File: src/rtl/config_write_arbiter.sv
// Round-robin write arbiter for the five-entry configuration register bank.
// One grant per IDLE->COMMIT pass; the bank is written on the edge that closes COMMIT.
module config_write_arbiter #(
  parameter int ADDR_W = 7,
  parameter int DATA_W = 8
) (
  input  logic              clk,
  input  logic              rst_n,
  input  logic              req0_valid,
  input  logic [ADDR_W-1:0] req0_addr,
  input  logic [DATA_W-1:0] req0_data,
  output logic              req0_ready,
  input  logic              req1_valid,
  input  logic [ADDR_W-1:0] req1_addr,
  input  logic [DATA_W-1:0] req1_data,
  output logic              req1_ready,
  output logic [7:0]        en_reg_out_7_0,
  output logic [7:0]        en_reg_out_15_8,
  output logic [7:0]        en_reg_pwm_7_0,
  output logic [7:0]        en_reg_pwm_15_8,
  output logic [7:0]        pwm_duty_cycle,
  output logic              wr_err,
  output logic              busy
);
  localparam int NUM_REQ  = 2;
  localparam int NUM_REGS = 5;
  localparam logic [ADDR_W-1:0] NUM_REGS_A = ADDR_W'(NUM_REGS);

  typedef enum logic {IDLE, COMMIT} state_e;

  typedef struct packed {
    logic [ADDR_W-1:0] addr;
    logic [DATA_W-1:0] data;
  } wr_req_t;

  wr_req_t [NUM_REQ-1:0] req;
  logic    [NUM_REQ-1:0] req_valid;
  logic                  win;

  state_e                               state_q, state_d;
  wr_req_t                              hold_q, hold_d;
  logic    [NUM_REQ-1:0]                ready_q, ready_d;
  logic                                 wr_err_q, wr_err_d;
  logic                                 last_grant_q, last_grant_d;
  logic    [NUM_REGS-1:0][DATA_W-1:0]   regs_q, regs_d;

  assign req[0]    = {req0_addr, req0_data};
  assign req[1]    = {req1_addr, req1_data};
  assign req_valid = {req1_valid, req0_valid};

  // A tie goes to whoever was not granted last; otherwise the lone requester wins.
  assign win = (&req_valid) ? ~last_grant_q : req_valid[1];

  always_comb begin
    state_d      = state_q;
    hold_d       = hold_q;
    ready_d      = ready_q;
    wr_err_d     = wr_err_q;
    last_grant_d = last_grant_q;
    regs_d       = regs_q;
    unique case (state_q)
      IDLE: begin
        if (|req_valid) begin
          hold_d       = req[win];
          last_grant_d = win;
          ready_d      = '0;
          ready_d[win] = 1'b1;
          wr_err_d     = (req[win].addr >= NUM_REGS_A);
          state_d      = COMMIT;
        end
      end
      COMMIT: begin
        if (hold_q.addr < NUM_REGS_A)
          regs_d[hold_q.addr[2:0]] = hold_q.data;
        ready_d  = '0;
        wr_err_d = 1'b0;
        state_d  = IDLE;
      end
    endcase
  end

  always_ff @(posedge clk or negedge rst_n) begin
    if (!rst_n) begin
      state_q      <= IDLE;
      hold_q       <= '0;
      ready_q      <= '0;
      wr_err_q     <= 1'b0;
      last_grant_q <= 1'b1;
      regs_q       <= '0;
    end else begin
      state_q      <= state_d;
      hold_q       <= hold_d;
      ready_q      <= ready_d;
      wr_err_q     <= wr_err_d;
      last_grant_q <= last_grant_d;
      regs_q       <= regs_d;
    end
  end

  assign req0_ready      = ready_q[0];
  assign req1_ready      = ready_q[1];
  assign wr_err          = wr_err_q;
  assign busy            = (state_q == COMMIT);
  assign en_reg_out_7_0  = regs_q[0];
  assign en_reg_out_15_8 = regs_q[1];
  assign en_reg_pwm_7_0  = regs_q[2];
  assign en_reg_pwm_15_8 = regs_q[3];
  assign pwm_duty_cycle  = regs_q[4];

endmodule

File: config.mk
export PLATFORM = sky130hd
export DESIGN_NAME = config_write_arbiter
export DESIGN_NICKNAME = d
export VERILOG_FILES = /design/src/rtl/config_write_arbiter.sv
export SDC_FILE = /design/constraint.sdc
export NUM_CORES = 1
export LEC_CHECK = 0
export BUFFER_PORTS_ARGS = -buffer_cell sky130_fd_sc_hd__buf_4
export CAP_MARGIN = 10
export CORE_MARGIN = 2
export CORE_UTILIZATION = 52
export CTS_BUF_LIST = sky130_fd_sc_hd__clkbuf_8
export DETAILED_ROUTE_END_ITERATION = 10
export PLACE_DENSITY = 0.89
export SYNTH_ARGS = -nofsm -noshare
export SYNTH_HDL_FRONTEND = slang
export SYNTH_SLANG_ARGS = --single-unit
File: constraint.sdc
create_clock -name clk -period 1.9 [get_ports clk]
set_input_delay 0.38 -clock clk [delete_from_list [all_inputs] [get_ports clk]]
set_output_delay 0.38 -clock clk [all_outputs]
set_load 0.03 [all_outputs]
==> metrics.txt <==
status=complete, no violations; Clock Sinks=60; slew margin rel.=between 50% and 60%; Main synth FF type=dfrtp_1; Worst Path Arrival=~2.0 ns; # DRC=0; CTS Buf Count=9; WL/cell=roughly 18 um; Final ANT Viol Nets=0; chip height=roughly 72 um; Clock Skews=about 0.0051 ns; Hold Slack=around 0.094 ns; Final Setup Violations=0; total track usage=between 20 and 25%; Initial Util=55.05%; die footprint=roughly 5200 um2; part of the power in the clock network=a little over a fifth; RR Endpoint=en_reg_pwm_15_8[3]$_DFFE_PN0P_; Synth cell types=31; most frequent cells in the layout=buf_4 (88), dfrtp_1 (59), mux2_2 (40); dpl hpwl=just under 4 mm; Inst Count DP=about 310; worst slew pin tran=0.7395 ns; Period Utilization, post-route=95.50%; number of flops mapped to enable cells by yosys=0; WL met3=slightly above 500 um; worst reg-to-reg path cell count=5; min Tclk post-route=approximately 1.8 ns; Achievable Freq=roughly 0.55 GHz; Crit path required time=about 2.1 ns; total core area=roughly 4400 um2; fin util=76.87%; die span in x=72.36 um; GRT Residual Overflow=0; n_diodes=0; TritonCTS clock tree=built; Routed WL=5.793 mm; Placement Cell Area=3144 um2; clk slew on worst S/H paths=roughly 0.07 ns; # IOs=78; capturing element type of the critical path=flop; initial antenna violation count=0; Vias/cell=roughly 5.6; PortBufs=between 70 and 80; met1 wire length=around 2.4 mm; DR iter-0 viols=99; P_sw=roughly 2100 uW; via count=around 1800; CTS H-tree depth=3; # rows=24; worst hold path class=in -> async; WL met2=2.806 mm; reg-to-reg slack, setup=between 0.08 and 0.09 ns; final net count=roughly 300; pwr dens=1609 nW/um2; First-pass DRT Iterations=4; Startpoint Class=flop; commonest non-fill, non-tap cell in the layout=buf_4; Worst VDD drop=0.7735 mV; P_int=about 3400 uW; fin area=about 3400 um2; Sw Ratio=about two fifths; Leakage=0.001795 uW; Yosys warning count=0; Layout Cells excl Fill=324; top layer in use=met4; synthesized area=around 2400 um2; largest family of logic cells by synthesized area=multiplexers; Synth Area in Adders=0%; syn nets=between 200 and 250; Final Max Slew Viols=0; post-synthesis mux area share=between 20% and 30%; Mean Syn Cell Area=14.05 um2; sequential share of the synthesized area=between 60% and 70%; Synth Area in XOR/XNOR=0%; Total Power=5460 uW; RR Startpoint=hold_q[14]$_DFFE_PN0P_; Syn Inst Count=approximately 170; sequential share of power=38.6%; routability cong.=0.7780; vias in the first global route=roughly 1900; Syn-to-layout area delta=39.65%; later-pin clock latency in the skew report=0.34 ns; Final Hold Viols=0; first-pass GRT wire length=9.287 mm; CP Class=reg -> reg; CP max FO=8; Clk Tree Root Cell=clkbuf_8; RSZ-0062 raised after global routing=false; proportion of layout cells with a drive suffix above 1=between 50% and 60%; Max Cap Viol=0; asr flop ratio synth=100.0%; Gate power share=between 40% and 50%; pin count of the biggest net entering global routing=between 60 and 70; simple-gate share of the synthesized area=between 7 and 8%; Clock Path Buffers=2; post-synthesis compound-gate area fraction=about 7.8%; Seq cells post-synth=60
-- stage by stage --
step	worst slack [ns]	setup TNS [ns]
6_report	0.08545	0
5_1_grt	0.01033	0
4_1_cts	0.02821	0
3_5_place_dp	-0.03640	-0.2718
3_3_place_gp	0.07912	0
2_1_floorplan	0.1479	0
-- repair_timing --
action / 4_1_cts / 5_1_grt
setup endpoints to repair: 20 / 28
gates resized for setup: 1 / 4
hold endpoints to repair: 0 / 0
hold buffers: 0 / 0
setup buffers: 1 / 0
-- layout make-up --
cell class                 count  area, um2
sequential                    60       1503
fill                         278       1021
multi-input combinational    105      934.6
timing repair buffer          89      680.7
clock buffer                  11      151.4
tap                           52      65.06
clock inverter                 5      51.30
inverter                       2      7.507
-- cell families (layout without fill, tap and decap cells) --
group,Yosys count,in the layout
AO/OA/AOI/OAI,26,26
buffers and inverters,8,107
flip-flops,60,60
multiplexers,46,46
AND/OR/NAND/NOR,33,33
-- how the worst max path moves through the flow --
stage / slack (ns) / from / depth (start not counted) / endpoint
floorplan: 0.15 / busy$_DFF_PN0_ / 5 / en_reg_pwm_15_8[0]$_DFFE_PN0P_
global placement: 0.08 / hold_q[14]$_DFFE_PN0P_ / 5 / en_reg_pwm_7_0[5]$_DFFE_PN0P_
detailed placement: -0.04 / hold_q[14]$_DFFE_PN0P_ / 5 / en_reg_pwm_7_0[5]$_DFFE_PN0P_
CTS: 0.03 / hold_q[14]$_DFFE_PN0P_ / 5 / en_reg_out_15_8[0]$_DFFE_PN0P_
global route: 0.01 / hold_q[14]$_DFFE_PN0P_ / 5 / en_reg_pwm_15_8[2]$_DFFE_PN0P_
finish: 0.09 / hold_q[14]$_DFFE_PN0P_ / 5 / en_reg_pwm_15_8[3]$_DFFE_PN0P_
-- registers in the layout, indices dropped and copies added, names as in the netlist --
name,flops
en_reg_out_7_0,8
en_reg_pwm_15_8,8
busy,1
ready_q,2
hold_q,15
en_reg_out_15_8,8
wr_err,1
pwm_duty_cycle,8
last_grant_q,1
en_reg_pwm_7_0,8
-- critical path: stages (launching register included) --
cell,delay [ns]
dfrtp_1,0.40
nor4_4,0.30
nor3b_4,0.28
and3_1,0.24
buf_12,0.14
mux2_2,0.34
-- cells in the mapped netlist (2+ instances only) --
| cell | n | area (um2) |
|---|---|---|
| a21oi_1 | 4 | 20.02 |
| a221o_1 | 8 | 80.08 |
| and3_1 | 9 | 56.30 |
| clkbuf_1 | 4 | 15.01 |
| dfrtp_1 | 59 | 1476 |
| inv_1 | 2 | 7.510 |
| mux2_2 | 40 | 450.4 |
| mux2i_1 | 6 | 60.06 |
| nand2_1 | 7 | 26.28 |
| nand3b_2 | 2 | 22.52 |
| nor2_1 | 6 | 22.52 |
| nor4_1 | 2 | 12.51 |
| o21ai_0 | 6 | 30.03 |
-- power by group through the flow --
stage	clock network [uW]	logic [uW]	registers, uW
finish	1150	2200	2110
global route	1220	2320	2170
CTS	1170	2210	2090
detailed placement	0	2190	2100
global placement	0	2130	2080
floorplan	0	512	2840
-- layer usage --
metal / global-route usage (%) / up-vias
met2: 38.33 / 86
met3: 9.444 / 14
met5: 0 / -
met4: 10.48 / 0
li1: - / 828
met1: 30.31 / 899
(Power assumes the default switching activity.)
